`config.mk`:
```
export PLATFORM = sky130hd
export DESIGN_NAME = display_scheduler
export DESIGN_NICKNAME = d
export VERILOG_FILES = /design/src/rtl/display_pkg.sv /design/src/rtl/rr_arbiter.sv /design/src/rtl/display_scheduler.sv
export SDC_FILE = /design/constraint.sdc
export NUM_CORES = 1
export LEC_CHECK = 0
export ABC_AREA = 1
export CAP_MARGIN = 20
export CORE_UTILIZATION = 38
export CTS_BUF_LIST = sky130_fd_sc_hd__clkbuf_4
export DETAILED_ROUTE_END_ITERATION = 8
export GPL_TIMING_DRIVEN = 0
export PLACE_DENSITY = 0.66
export SLEW_MARGIN = 20
export SYNTH_ARGS = -nofsm -noshare
export SYNTH_HDL_FRONTEND = slang
export SYNTH_SLANG_ARGS = --single-unit
```
`constraint.sdc`:
```
create_clock -name i_Clock -period 4.5 [get_ports i_Clock]
set_input_delay 0.675 -clock i_Clock [delete_from_list [all_inputs] [get_ports i_Clock]]
set_output_delay 0.675 -clock i_Clock [all_outputs]
set_load 0.005 [all_outputs]
```
`src/rtl/display_pkg.sv`:
```
// Shared constants, FSM state type and slice helper for the display scheduler.
// Also used by other shared-resource arbiters in the system.
package display_pkg;

  localparam logic [6:0] SEG_BLANK = 7'b1111111;
  localparam int DEFAULT_HOLD = 50_000_000;

  typedef enum logic {
    IDLE,
    SHOW
  } state_t;

  function automatic int slice_off(
    input int k,
    input int digits,
    input int w
  );
    return k * digits * w;
  endfunction

endpackage

```
`src/rtl/rr_arbiter.sv`:
```
// Combinational round-robin arbiter: first requester strictly after last.
// last itself wins only when it is the sole requester.
module rr_arbiter #(
  parameter int N = 4
) (
  input  logic [N-1:0]         req,
  input  logic [$clog2(N)-1:0] last,
  output logic [N-1:0]         grant,
  output logic [$clog2(N)-1:0] idx,
  output logic                 any_req
);

  localparam int IW = $clog2(N);

  logic [IW-1:0] j;
  logic          found;

  assign any_req = |req;

  // Scan last+1 .. last+N; the final step lands on last itself.
  always_comb begin
    grant = '0;
    idx   = '0;
    found = 1'b0;
    j     = '0;
    for (int i = 1; i <= N; i++) begin
      j = IW'((int'(last) + i) % N);
      if (!found && req[j]) begin
        found    = 1'b1;
        grant[j] = 1'b1;
        idx      = j;
      end
    end
  end

endmodule

```
`src/rtl/display_scheduler.sv`:
```
// Round-robin time-share of the hex display bank with a fixed dwell.
// Define DISPLAY_SCHED_LIVE_EN to pass the granted word through live.
module display_scheduler
  import display_pkg::*;
#(
  parameter int N_SRC       = 4,
  parameter int W           = 4,
  parameter int DIGITS      = 4,
  parameter int HOLD_CYCLES = DEFAULT_HOLD
) (
  input  logic                        i_Clock,
  input  logic                        i_Reset,
  input  logic [N_SRC-1:0]            i_Valid,
  input  logic [N_SRC*DIGITS*W-1:0]   i_Data,
  input  logic                        i_Pause,
  output logic [DIGITS*W-1:0]         o_Digits,
  output logic                        o_Blank,
  output logic [N_SRC-1:0]            o_Sel,
  output logic [$clog2(N_SRC)-1:0]    o_Src,
  output logic [N_SRC-1:0]            o_Ack
);

  localparam int SW = $clog2(N_SRC);
  localparam int CW = $clog2(HOLD_CYCLES);
  localparam int DW = DIGITS * W;

  state_t            state_q, state_d;
  logic [CW-1:0]     cnt_q, cnt_d;
  logic [SW-1:0]     last_q, last_d;
  logic [SW-1:0]     src_q, src_d;
  logic [N_SRC-1:0]  sel_q, sel_d;
  logic [N_SRC-1:0]  ack_q, ack_d;
  logic              blank_q, blank_d;

  logic [N_SRC-1:0]  win_gnt;
  logic [SW-1:0]     win_idx;
  logic              any_v;
  logic [DW-1:0]     win_word;
  logic              dwell_end;
  logic              take;
  logic              drop;

  rr_arbiter #(
    .N(N_SRC)
  ) u_arb (
    .req    (i_Valid),
    .last   (last_q),
    .grant  (win_gnt),
    .idx    (win_idx),
    .any_req(any_v)
  );

  always_comb begin
    win_word = '0;
    for (int k = 0; k < N_SRC; k++) begin
      if (win_idx == SW'(k))
        win_word = i_Data[slice_off(k, DIGITS, W) +: DW];
    end
  end

  assign dwell_end = (state_q == SHOW) && !i_Pause &&
                     (cnt_q == CW'(HOLD_CYCLES - 1));
  assign take = any_v && ((state_q == IDLE) || dwell_end);
  assign drop = dwell_end && !any_v;

  always_ff @(posedge i_Clock) begin
    if (i_Reset) state_q <= IDLE;
    else         state_q <= state_d;
  end

  always_comb begin
    state_d = state_q;
    unique case (state_q)
      IDLE: if (any_v) state_d = SHOW;
      SHOW: if (drop)  state_d = IDLE;
      default: state_d = IDLE;
    endcase
  end

  always_comb begin
    cnt_d   = cnt_q;
    last_d  = last_q;
    src_d   = src_q;
    sel_d   = sel_q;
    blank_d = blank_q;
    ack_d   = '0;
    if (take) begin
      cnt_d   = '0;
      last_d  = win_idx;
      src_d   = win_idx;
      sel_d   = win_gnt;
      blank_d = 1'b0;
      ack_d   = win_gnt;
    end else if (drop) begin
      cnt_d   = '0;
      src_d   = '0;
      sel_d   = '0;
      blank_d = 1'b1;
    end else if ((state_q == SHOW) && !i_Pause) begin
      cnt_d = cnt_q + 1'b1;
    end
  end

  always_ff @(posedge i_Clock) begin
    if (i_Reset) begin
      cnt_q   <= '0;
      last_q  <= SW'(N_SRC - 1);
      src_q   <= '0;
      sel_q   <= '0;
      ack_q   <= '0;
      blank_q <= 1'b1;
    end else begin
      cnt_q   <= cnt_d;
      last_q  <= last_d;
      src_q   <= src_d;
      sel_q   <= sel_d;
      ack_q   <= ack_d;
      blank_q <= blank_d;
    end
  end

  assign o_Blank = blank_q;
  assign o_Sel   = sel_q;
  assign o_Src   = src_q;
  assign o_Ack   = ack_q;

`ifdef DISPLAY_SCHED_LIVE_EN
  always_comb begin
    o_Digits = '0;
    for (int k = 0; k < N_SRC; k++) begin
      if (!blank_q && (src_q == SW'(k)))
        o_Digits = i_Data[slice_off(k, DIGITS, W) +: DW];
    end
  end
`else
  logic [DW-1:0] digits_q;

  // Snapshot only at grant; held through the dwell and into idle.
  always_ff @(posedge i_Clock) begin
    if (i_Reset)   digits_q <= '0;
    else if (take) digits_q <= win_word;
  end

  assign o_Digits = digits_q;
`endif

endmodule

```
==> flow_metrics.py <==
metrics = {
    "sta": {
        "setup_tns_ps": 0,
        "fin_crit_ps": 2670,
        "worst_pin_slew_ps": 488,
        "rsz0062_at_grt": "false",
        "fmax_mhz": 374,
        "setup_viol": 0,
        "drv_slew": 0,
        "maxSlewHeadroom": 0.672,
        "timing.final.crit_share": 0.594,
        "hold_viol": 0,
        "finClkSkew_ps": 31.1,
    },
    "logic_synthesis": {
        "synth-compound-area-share": 0.0919,
        "synth_edf_count": 0,
        "synth_top_family_by_area": "simple AND/OR/NAND/NOR gates",
        "synth_most_common_cell": "nand2_1",
        "avgSynthCellArea_um2": 7.21,
        "ys_top_cells_by_area": "dfxtp_1 (32%), nand2_1 (13%), nand3_1 (7.1%)",
        "netlist_top_cells_count": "nand2_1 (121), dfxtp_1 (56), nand3_1 (50)",
        "synth_top_flop_cell": "dfxtp_1",
        "synth-simple-area-share": 0.419,
        "synthArstFlopShare": 0,
        "synth_adder_area_share": 0.0321,
        "synth_area_leader_cell": "dfxtp_1",
        "ys_ff_latch": 56,
        "synth.distinct_cells": 46,
        "yosysSeqAreaShare": 0.319,
        "synth.net_count": 567,
        "synthXorXnorAreaFrac": 0.0299,
        "muxShareOfSynthArea": 0,
        "synthCells": 487,
        "synth_area_um2": 3510,
        "synth_top_area_frac": 0.319,
        "yosys_warnings": 0,
    },
    "routing": {
        "totalWireLength_um": 9310,
        "wl_per_cell_um": 13.3,
        "ant_nets": 0,
        "drc_errors": 0,
        "detail_route.iter0.violations": 150,
        "via_per_inst": 4.92,
        "dr.pass1.iters": 4,
        "routed-via-count": 3444,
    },
    "placed_design": {
        "dp_hpwl_um": 7320,
        "gp_congestion": 0.867,
        "io_buffers": 96,
    },
    "setup_path": {
        "timing.rr.start": "last_q[1]",
        "critPathLaunchType": "flop",
        "r2r_end": "o_Digits[5]",
        "worstRegToRegCells": 15,
        "crit_arrival_ps": 2960,
        "crit_fanout": 10,
        "rrSetupSlack_ps": 1830,
        "path_class": "reg2reg",
        "worstSetupEndpointType": "flop",
        "required_ps": 4790,
    },
    "floorplan": {
        "die_h_um": 98.1,
        "fp.dieArea_um2": 9630,
        "core_area_um2": 8850,
        "die_w_um": 98.1,
        "fp-row-count": 34,
        "start_util": 0.397,
        "io_pins": 98,
    },
    "cells_and_area": {
        "fin_nets": 670,
        "multi_input_area_um2": 2010,
        "seq_area_um2": 1120,
        "fill_cells": 891,
        "synthToLayoutAreaGrowth_pct": 33.0,
        "drive_above_1_share": 0.142,
        "fin_util": 0.528,
    },
    "clock_tree": {
        "clk_latency_ps": 400,
        "cts-root-buf": "clkbuf_4",
        "clk_pin_slew_ps": 160,
        "numCtsBuffers": 5,
        "cts_max_path_buffers": 2,
        "htree_levels": 2,
        "cts_tree": "done",
        "cts-resized-gates": 0,
        "cts.sinks": 56,
        "cts.hold.buffers_added": 0,
        "postCtsSetupRepairBufs": 0,
    },
    "status": {
        "status": "finished clean",
    },
    "global_route": {
        "gr-usage-all-layers": 0.200,
        "first_global_vias": 3296,
        "use_met3": 0.0265,
        "overflow": 0,
        "grt_max_degree": 19,
        "met2_usage": 0.342,
        "grt_antenna_before_repair": 1,
        "use_met1": 0.256,
        "top_usage_layer": "met2",
        "grt_pass1_wl_um": 15500,
    },
    "min_path": {
        "hp-class": "reg2reg",
        "holdPathEnd": "o_Digits[9]",
        "hold-path-cell-count": 2,
        "min_from": "o_Digits[9]",
    },
    "power_and_ir_drop": {
        "p_leak_uw": 0.00198,
        "pwr_density_cell_nw_per_um2": 345,
        "peakVddDrop_v": 0.000155,
    },
    "run": {
        "maxCapViolCount": 0,
    },
}
cells by family (layout without fill, tap and decap cells):
family / count (synthesis) / count (layout)
XOR/XNOR: 12 / 12
AND/OR/NAND/NOR: 284 / 284
adder cells (fa/ha/maj): 9 / 9
buffers and inverters: 73 / 177
AO/OA/AOI/OAI: 53 / 53
other: 0 / 1
flip-flops: 56 / 56
state kept, by name (all words and copies together) (netlist names):
name and count:
o_Ack 4, state_q 1, o_Digits 16, last_q 2, o_Sel 4, o_Blank 1, cnt_q 26, o_Src 2
stage by stage:
stage	total power (µW)	instance area [µm²]	std cells	worst slack [ps]	hold slack (ps)
after floorplan	1090	3510	487	2330	446
after global placement	1390	4610	691	1710	437
after detailed placement	1390	4610	691	1680	438
after CTS	1620	4670	699	1830	462
after global routing	1720	4670	700	1600	476
final	1610	4670	700	1830	460
area by class of cell:
| class | count | area share |
|---|---|---|
| Multi-Input combinational cell | 358 | 0.431 |
| Buffer | 16 | 0.0327 |
| Clock inverter | 3 | 0.00482 |
| Clock buffer | 5 | 0.00804 |
| Timing Repair Buffer | 96 | 0.206 |
| Sequential cell | 56 | 0.240 |
| Tap cell | 108 | 0.0289 |
| Antenna cell | 1 | 0.000536 |
| Inverter | 57 | 0.0485 |
report_power, final:
part | switching (µW) | internal [µW]
registers | 33.2 | 550
clock network | 166 | 63.4
logic | 446 | 352
per-layer routing:
| metal | up-vias | part of all wire |
|---|---|---|
| met5 | - | 0 |
| met1 | 1558 | 0.46 |
| met2 | 73 | 0.49 |
| met3 | 13 | 0.034 |
| li1 | 1800 | - |
| met4 | 0 | 0.019 |
worst max-delay path, cell delays in order (launching register included):
cell and delay [ps]:
dfxtp_1 620, inv_2 170, ha_1 360, inv_1 140, nand3_1 100, nand2_1 80
nand2_1 50, inv_1 110, nand2_4 90, nor2_1 180, nor2_4 100, buf_2 210
nand3_1 100, nand4_1 120, nand2_1 90, nand2_1 40
how the worst max path moves through the flow:
stage               slack (ps)  depth (start not counted)            to       start
floorplan                 2330                         17   o_Digits[4]   last_q[0]
global placement          1710                         14   o_Digits[5]  i_Valid[1]
detailed placement        1680                         14   o_Digits[5]  i_Valid[1]
CTS                       1830                         15   o_Digits[5]   last_q[1]
global route              1600                         15  o_Digits[10]   last_q[1]
finish                    1830                         15   o_Digits[5]   last_q[1]
layout by cell type, fill, tap and decap left out, types with 12 or more instances in the layout:
master           netlist  routed
nor2_1                38      38
nand3_1               50      50
inv_1                 45      45
nand4_1               22      22
o21ai_0               12      12
nand2_1              121     121
dfxtp_1               56      56
a21oi_1               15      15
clkdlybuf4s50_1        0      96
(Power assumes the default switching activity.)
